## src/rtl/y86_pkg.sv

```systemverilog
// Shared Y86-64 encodings: instruction codes, ALU functions,
// condition codes, status codes and the "no register" id.
package y86_pkg;

   localparam logic [3:0] I_HALT   = 4'h0;
   localparam logic [3:0] I_NOP    = 4'h1;
   localparam logic [3:0] I_RRMOVQ = 4'h2;
   localparam logic [3:0] I_IRMOVQ = 4'h3;
   localparam logic [3:0] I_RMMOVQ = 4'h4;
   localparam logic [3:0] I_MRMOVQ = 4'h5;
   localparam logic [3:0] I_OPQ    = 4'h6;
   localparam logic [3:0] I_JXX    = 4'h7;
   localparam logic [3:0] I_CALL   = 4'h8;
   localparam logic [3:0] I_RET    = 4'h9;
   localparam logic [3:0] I_PUSHQ  = 4'hA;
   localparam logic [3:0] I_POPQ   = 4'hB;

   localparam logic [3:0] ALU_ADD = 4'h0;
   localparam logic [3:0] ALU_SUB = 4'h1;
   localparam logic [3:0] ALU_AND = 4'h2;
   localparam logic [3:0] ALU_XOR = 4'h3;

   localparam logic [3:0] C_YES = 4'h0;
   localparam logic [3:0] C_LE  = 4'h1;
   localparam logic [3:0] C_L   = 4'h2;
   localparam logic [3:0] C_E   = 4'h3;
   localparam logic [3:0] C_NE  = 4'h4;
   localparam logic [3:0] C_GE  = 4'h5;
   localparam logic [3:0] C_G   = 4'h6;

   localparam logic [2:0] S_AOK = 3'h1;
   localparam logic [2:0] S_HLT = 3'h2;
   localparam logic [2:0] S_ADR = 3'h3;
   localparam logic [2:0] S_INS = 3'h4;

   localparam logic [3:0] RNONE = 4'hF;

   // An exception (or halt) further down the pipe freezes the CC.
   function automatic logic stat_blocks_cc(input logic [2:0] s);
      return (s == S_ADR) || (s == S_INS) || (s == S_HLT);
   endfunction

endpackage

```

## src/rtl/alu_pipe.sv

```systemverilog
// Combinational Y86-64 ALU: valE = aluB op aluA, plus Z/S/O flags.
// Ports: alu_a, alu_b, alufun in; val_e, zf, sf, of out.
module alu_pipe
   import y86_pkg::*;
#(
   parameter int WIDTH = 64
) (
   input  logic [WIDTH-1:0] alu_a,
   input  logic [WIDTH-1:0] alu_b,
   input  logic [3:0]       alufun,
   output logic [WIDTH-1:0] val_e,
   output logic             zf,
   output logic             sf,
   output logic             of
);

   logic sa, sb, sr;

   assign sa = alu_a[WIDTH-1];
   assign sb = alu_b[WIDTH-1];
   assign sr = val_e[WIDTH-1];

   always_comb begin
      val_e = '0;
      of    = 1'b0;
      unique case (alufun)
         ALU_ADD: begin
            val_e = alu_b + alu_a;
            of    = (sa == sb) && (sr != sa);
         end
         ALU_SUB: begin
            val_e = alu_b - alu_a;
            of    = (sa != sb) && (sr != sb);
         end
         ALU_AND: val_e = alu_b & alu_a;
         ALU_XOR: val_e = alu_b ^ alu_a;
         default: begin
            val_e = '0;
            of    = 1'b0;
         end
      endcase
      zf = (val_e == '0);
      sf = sr;
   end

endmodule

```

## src/rtl/execute_pipe.sv

```systemverilog
// Y86-64 execute stage: operand muxes, ALU, CC register, condition eval.
// Ports: E_* from the E register, m_stat/W_stat gate CC; e_* to M; cc_out.
module execute_pipe
   import y86_pkg::*;
#(
   parameter int WIDTH = 64
) (
   input  logic             clk,
   input  logic             rst,
   input  logic [2:0]       E_stat,
   input  logic [3:0]       E_icode,
   input  logic [3:0]       E_ifun,
   input  logic [WIDTH-1:0] E_valC,
   input  logic [WIDTH-1:0] E_valA,
   input  logic [WIDTH-1:0] E_valB,
   input  logic [3:0]       E_dstE,
   input  logic [3:0]       E_dstM,
   input  logic [2:0]       m_stat,
   input  logic [2:0]       W_stat,
   output logic             e_cnd,
   output logic [3:0]       e_icode,
   output logic [WIDTH-1:0] e_valA,
   output logic [WIDTH-1:0] e_valE,
   output logic [3:0]       e_dstE,
   output logic [3:0]       e_dstM,
   output logic [2:0]       cc_out
);

   localparam logic [WIDTH-1:0] POS8 = WIDTH'(8);
   localparam logic [WIDTH-1:0] NEG8 = '0 - POS8;

   logic [WIDTH-1:0] alu_a, alu_b;
   logic [3:0]       alufun;
   logic             zf, sf, of;
   logic             set_cc;
   logic [2:0]       cc;
   logic             c_zf, c_sf, c_of;

   // Status in E does not influence execute; kept as a port for the M reg.
   logic unused_stat;
   assign unused_stat = ^E_stat;

   always_comb begin
      alu_a = '0;
      unique case (1'b1)
         (E_icode == I_RRMOVQ),
         (E_icode == I_OPQ):    alu_a = E_valA;
         (E_icode == I_IRMOVQ),
         (E_icode == I_RMMOVQ),
         (E_icode == I_MRMOVQ): alu_a = E_valC;
         (E_icode == I_CALL),
         (E_icode == I_PUSHQ):  alu_a = NEG8;
         (E_icode == I_RET),
         (E_icode == I_POPQ):   alu_a = POS8;
         default:               alu_a = '0;
      endcase
   end

   always_comb begin
      alu_b = '0;
      unique case (1'b1)
         (E_icode == I_RMMOVQ),
         (E_icode == I_MRMOVQ),
         (E_icode == I_OPQ),
         (E_icode == I_CALL),
         (E_icode == I_PUSHQ),
         (E_icode == I_RET),
         (E_icode == I_POPQ):   alu_b = E_valB;
         default:               alu_b = '0;
      endcase
   end

   assign alufun = (E_icode == I_OPQ) ? E_ifun : ALU_ADD;

   alu_pipe #(.WIDTH(WIDTH)) u_alu (
      .alu_a  (alu_a),
      .alu_b  (alu_b),
      .alufun (alufun),
      .val_e  (e_valE),
      .zf     (zf),
      .sf     (sf),
      .of     (of)
   );

   // Undefined OPQ functions leave the flags alone.
   assign set_cc = (E_icode == I_OPQ)
                && (E_ifun <= ALU_XOR)
                && !stat_blocks_cc(m_stat)
                && !stat_blocks_cc(W_stat);

   always_ff @(posedge clk) begin
      if (rst)
         cc <= 3'b100;
      else if (set_cc)
         cc <= {zf, sf, of};
   end

   assign {c_zf, c_sf, c_of} = cc;
   assign cc_out = cc;

   // Conditions read the committed CC, so OPQ->JXX needs no bypass.
   always_comb begin
      e_cnd = 1'b0;
      unique case (E_ifun)
         C_YES:   e_cnd = 1'b1;
         C_LE:    e_cnd = (c_sf ^ c_of) | c_zf;
         C_L:     e_cnd = c_sf ^ c_of;
         C_E:     e_cnd = c_zf;
         C_NE:    e_cnd = !c_zf;
         C_GE:    e_cnd = !(c_sf ^ c_of);
         C_G:     e_cnd = !(c_sf ^ c_of) && !c_zf;
         default: e_cnd = 1'b0;
      endcase
   end

   assign e_dstE  = ((E_icode == I_RRMOVQ) && !e_cnd) ? RNONE : E_dstE;
   assign e_icode = E_icode;
   assign e_valA  = E_valA;
   assign e_dstM  = E_dstM;

endmodule

```

## config.mk

```make
export PLATFORM = sky130hd
export DESIGN_NAME = execute_pipe
export DESIGN_NICKNAME = d
export VERILOG_FILES = /design/src/rtl/y86_pkg.sv /design/src/rtl/alu_pipe.sv /design/src/rtl/execute_pipe.sv
export SDC_FILE = /design/constraint.sdc
export NUM_CORES = 1
export LEC_CHECK = 0
export ABC_AREA = 1
export CAP_MARGIN = 25
export CORE_MARGIN = 1.5
export CORE_UTILIZATION = 50
export CTS_CLUSTER_SIZE = 16
export DETAILED_ROUTE_END_ITERATION = 16
export PLACE_DENSITY = 0.84
export SYNTH_ARGS = -nofsm -noshare
export SYNTH_HDL_FRONTEND = slang
export SYNTH_HIERARCHICAL = 1
export SYNTH_SLANG_ARGS = --single-unit
```

## constraint.sdc

```tcl
create_clock -name clk -period 8.2 [get_ports clk]
set_input_delay 0.82 -clock clk [delete_from_list [all_inputs] [get_ports clk]]
set_output_delay 0.82 -clock clk [all_outputs]
set_load 0.005 [all_outputs]
```

==> flow_summary.json <==
{
  "status": "finished clean",
  "cts_root_buf": "clkbuf_16",
  "syn_area_per_cell_sq_um": 5.003,
  "post_cts_buffers": 0,
  "syn-cell-area_sq_um": 12680,
  "cap_violations": 0,
  "path_clk_slew_ns": 0.03,
  "cts_tree": "done",
  "routed_wl_um": 60420,
  "hp-class": "reg -> reg",
  "place_congestion": 1.088,
  "clock_path_buffers": 2,
  "crit_path_top_delay_cell": "clkdlybuf4s50_1",
  "dp.cells": 3094,
  "yosys_warnings": 6,
  "fin_crit_sh": 0.9586,
  "fmax_mhz": 127.2,
  "die_h_um": 162.2,
  "synth_edf_count": 0,
  "synth_fp_nets": 2882,
  "crit_path_end_kind": "primary output",
  "grt_antenna_before_repair": 1,
  "routed-via-count": 17670,
  "max_stage_delay_ns": 0.64,
  "mostFrequentLayoutCell": "nand2_1",
  "dieArea_sq_um": 26320,
  "yosysTopAreaCell": "nand2_1",
  "stdcell_count": 3099,
  "path_max_fanout": 50,
  "leakage_uw": 0.009019,
  "clock_latency_ns": 0.23,
  "first_pass_iters": 6,
  "setup_violations": 0,
  "start_kind": "input port",
  "yosysSeqAreaShare": 0.004737,
  "grtUsageTotal": 0.4432,
  "ioPinCount": 363,
  "fin_tns_setup_ns": 0,
  "start_util": 0.5064,
  "mostFrequentLayoutCells": "nand2_1 (777), inv_1 (471), clkdlybuf4s50_1 (351), nor2_1 (298), nand3_1 (289)",
  "hold_viol": 0,
  "ant_nets": 0,
  "num_rows": 58,
  "die_w_um": 162.2,
  "htree_levels": 1,
  "fillers": 2525,
  "critPathLaunch": "E_icode[2]",
  "first_global_vias": 15760,
  "max-vdd-ir-drop_v": 0.00006323,
  "largest_reg_flops": 3,
  "critPathArrivalTime_ns": 7.04,
  "cts-resized-gates": 0,
  "ys.flop_type": "dfxtp_1",
  "post-place-ws_ns": 0.6166,
  "reg2reg_from": "cc_out[0]",
  "grt_max_degree": 66,
  "ys_seq_elements": 3,
  "cts_buffers": 3,
  "drtIter0Drc": 2446,
  "report.final.slew_viol_count": 0,
  "worstHoldStart": "cc_out[1]",
  "synth_cell_types": 44,
  "drcViolationCount": 0,
  "fin_skew_ns": 0,
  "vias_per_cell": 5.702,
  "min_period_ns": 7.861,
  "io_buffers": 351,
  "synth_top_area_share": 0.2306,
  "maxSlewHeadroom": 0.3972,
  "cp.required_ns": 7.38,
  "async_flop_share": 0,
  "crit_top_cell": "nand2_1",
  "tightest_slew_ns": 0.9022,
  "clock_sinks": 3,
  "cts_hold_buffers": 0,
  "rsz0062_at_grt": "no",
  "core_region_area_sq_um": 25040,
  "power_density_nw_per_um2": 86.90,
  "routedWlPerCell_um": 19.50,
  "ys_top_cells_by_area": "nand2_1 (23%), inv_1 (14%), ha_1 (13%), nand3_1 (11%), nor2_1 (8.9%)",
  "nNetsFinal": 3117,
  "dp_hpwl_um": 51520,
  "grt_first_pass_wirelength_um": 89730,
  "crit_type": "in -> out",
  "drive_gt1_frac": 0.04552,
  "areaGrowthSynthToFinish_pct": 26.38,
  "overflow": 0,
  "worst_slack_ns": 0.3392,
  "syn-instance-count": 2534
}
-- cell type report --
type / count / area [sq um] / share of cell area
inverter: 489 / 1836 / 0.1146
clock buffer: 4 / 78.83 / 0.004920
multi-input combinational: 1906 / 9995 / 0.6238
antenna: 1 / 2.502 / 0.0001562
tap: 330 / 412.9 / 0.02577
sequential: 3 / 60.06 / 0.003748
timing repair buffer: 366 / 3638 / 0.2271
-- metal layers --
metal  track usage  part of all wire  up-vias  wire (um)
met1        0.6030              0.40     7937      24200
met3       0.09576              0.13      182       7816
met4        0.1564             0.043        0       2597
li1              -                 -     8322          -
met2        0.6853              0.43     1228      25810
met5             0                 0        -          0
-- critical path: cells and delay by family --
| family | cells | cell delay, ns |
|---|---|---|
| buffers and inverters | 5 | 1.74 |
| AND/OR/NAND/NOR | 19 | 3.08 |
| XOR/XNOR | 1 | 0.45 |
| AO/OA/AOI/OAI | 3 | 0.55 |
| adder cells (fa/ha/maj) | 1 | 0.38 |
-- path summary, 6_finish.rpt --
kind / to / slack, ns / cells after the start
max: e_valE[63] / 0.34 / 29
min: cc_out[1] / 0.55 / 2
max reg2reg: cc_out[0] / 7.53 / 2
min reg2reg: cc_out[1] / 0.55 / 2
-- synth_stat cells, types with 2 or more instances --
cell type and count:
and2_1 5, o21ai_0 42, ha_1 128, nand2_2 13
nand3_2 11, xor2_1 35, nor4_1 14, nor2_2 32
and3_1 3, a41oi_1 2, nor2_4 11, o21ai_2 2
a31oi_1 2, nand4_1 21, nand3_1 289, buf_4 73
o21bai_1 2, a21oi_2 5, buf_2 35, nor2_1 299
dfxtp_1 3, inv_2 18, buf_1 10, clkbuf_1 18
nor3_1 28, nand2_1 779, xnor2_1 31, inv_1 471
o21ai_1 5, a21oi_1 61, o31ai_1 2, a22oi_1 61
nand3b_1 8, nor3_2 5
-- report_power, final --
part | switching [uW] | internal, uW
clock | 17.1 | 64.5
combinational | 787 | 508
sequential | 0.123 | 14.8
-- logic make-up after synthesis --
logic type	share of synthesized area
buffers and inverters	0.2101
xor gates and xnor gates	0.04559
adders and majority gates	0.1279
DFF	0.004737
AOI/OAI and AO/OA	0.09494
and+or+nand+nor	0.5167
-- stage by stage --
step                hold WS, ns  power (uW)  cell area [sq um]  utilization
global placement         0.5081        1235              15930       0.6362
finish                   0.5491        1392              16020       0.6400
detailed placement       0.5310        1255              15930       0.6362
global route             0.5774        1476              16020       0.6400
CTS                      0.5379        1342              16010       0.6394
floorplan                0.4964       702.1              12680            -
(Power assumes the default switching activity.)
==> patch (same settings) <==
`WIDTH` is set to 64 in 2 places; all go to 56.
--- a/src/rtl/alu_pipe.sv
+++ b/src/rtl/alu_pipe.sv
@@ -4,5 +4,5 @@
    import y86_pkg::*;
 #(
-   parameter int WIDTH = 64
+   parameter int WIDTH = 56
 ) (
    input  logic [WIDTH-1:0] alu_a,
--- a/src/rtl/execute_pipe.sv
+++ b/src/rtl/execute_pipe.sv
@@ -4,5 +4,5 @@
    import y86_pkg::*;
 #(
-   parameter int WIDTH = 64
+   parameter int WIDTH = 56
 ) (
    input  logic             clk,
Interface: changed (5 resized); port bits go from 363 to 323. No check against the original RTL was run, so the function may have changed too.
==> patch against the unedited design <==
Critical path depth fell by 3. Synthesized cell count fell by 11%. Power fell by 16%. Wire length fell by 20%. Sequential cell count did not move. Combinational power fell by 17%. Global-route usage fell by 3.4 points. Setup slack improved by 0.20 ns. Sequential power barely moved. Area after synthesis fell by 13%. Register-to-register slack barely moved. Cell area fell by 13%.
==> patch: results (changes against the unedited design) <==
placement:
  port_buffers: 311  # was 351
  dpl.hpwl_mm: 41.0  # was 51.5 mm
  gp_congestion: 0.973  # was 1.09
  dp_slack_ns: 0.710  # was 0.617 ns
timing:
  whs_ns: 0.541  # was 0.549 ns
layout:
  fillers: 2210  # was 2525
  diodes: 0  # was 1
  drive_gt1_share_pct: 2.61  # was 4.55%
  fin_area_um2: 13900  # was 16000 um2
  nNetsFinal: 2763  # was 3117
yosys:
  syn_nets: 2559  # was 2882
  synth-compound-area-share_pct: 6.60  # was 9.49%
  synth_common_cells: "nand2_1, inv_1, nand3_1"  # was nand2_1, inv_1, nor2_1
  ys_types: 41  # was 44
  synth-adder-area-share_pct: 12.9  # was 12.8%
  yosysSeqAreaShare_pct: 0.547  # was 0.474%
worst_hold_path:
  whs_endpoint: "cc_out[0]$_SDFFE_PP0P_"  # was cc_out[1]$_SDFFE_PP0P_
  hp-start: "cc_out[0]$_SDFFE_PP0P_"  # was cc_out[1]$_SDFFE_PP0P_
detailed_routing:
  highest_layer: "met5"  # was met4
  wl_met3_mm: 5.74  # was 7.82 mm
  wl_met2_mm: 20.7  # was 25.8 mm
  vias: 14800  # was 17700
  wl_per_cell_um: 17.6  # was 19.5 um
  wl_met1_mm: 20.1  # was 24.2 mm
critical_path:
  arrival_ns: 6.84  # was 7.04 ns
  worst-r2r-setup-slack_ns: 7.54  # was 7.53 ns
  r2r_start: "cc_out[1]$_SDFFE_PP0P_"  # was cc_out[0]$_SDFFE_PP0P_
  rr_endpoint: "cc_out[1]$_SDFFE_PP0P_"  # was cc_out[0]$_SDFFE_PP0P_
  cp_max_fo: 31  # was 50
global_routing:
  grt_max_degree: 56  # was 66
  grt_pass1_wl_mm: 71.6  # was 89.7 mm
  grt_pass1_vias: 13400  # was 15800
  met2_usage_pct: 63.2  # was 68.5%
power:
  power_density_nw_per_um2: 84.5  # was 86.9 nW/um2
  comb_power_uw: 1080  # was 1300 uW
  p_int_uw: 521  # was 588 uW
  leakagePower_uw: 0.00783  # was 0.00902 uW
  pg_clk_uw: 80.6  # was 81.6 uW
  ir_drop_mv: 0.0783  # was 0.0632 mV
status:
  status: "complete, no violations"  # unchanged
==> patch: changes by cell type after synthesis, sizes merged, moves of 14 or more <==
cell and delta:
nand2 -68, a22oi -61, nor2 -60, inv -45, ha -16, nor3 -16, o21ai -16, xnor2 -14
==> patch: worst max path at each step <==
stage | end | from | slack [ns]
6_report | e_valE[55] | E_icode[3] | 0.54
2_1_floorplan | e_valE[55] | E_icode[2] | 3.02
3_5_place_dp | e_valE[55] | E_icode[3] | 0.71
3_3_place_gp | e_valE[55] | E_icode[3] | 0.86
4_1_cts | e_valE[55] | E_icode[3] | 0.71
5_1_grt | e_valE[55] | E_icode[2] | 0.09
==> patch: area by class of cell <==
cell class / count / share of cell area (%)
clock buffer: 4 / 0.567
sequential: 3 / 0.432
timing repair buffer: 327 / 23.3
inverter: 444 / 12.0
tap: 280 / 2.52
multi-input combinational: 1676 / 61.2
==> patch: worst reg2reg max path, delay by kind of cell, from the launching register on <==
kind / cells / cell delay [ns]
flip-flops: 1 / 0.38
AND/OR/NAND/NOR: 2 / 0.21
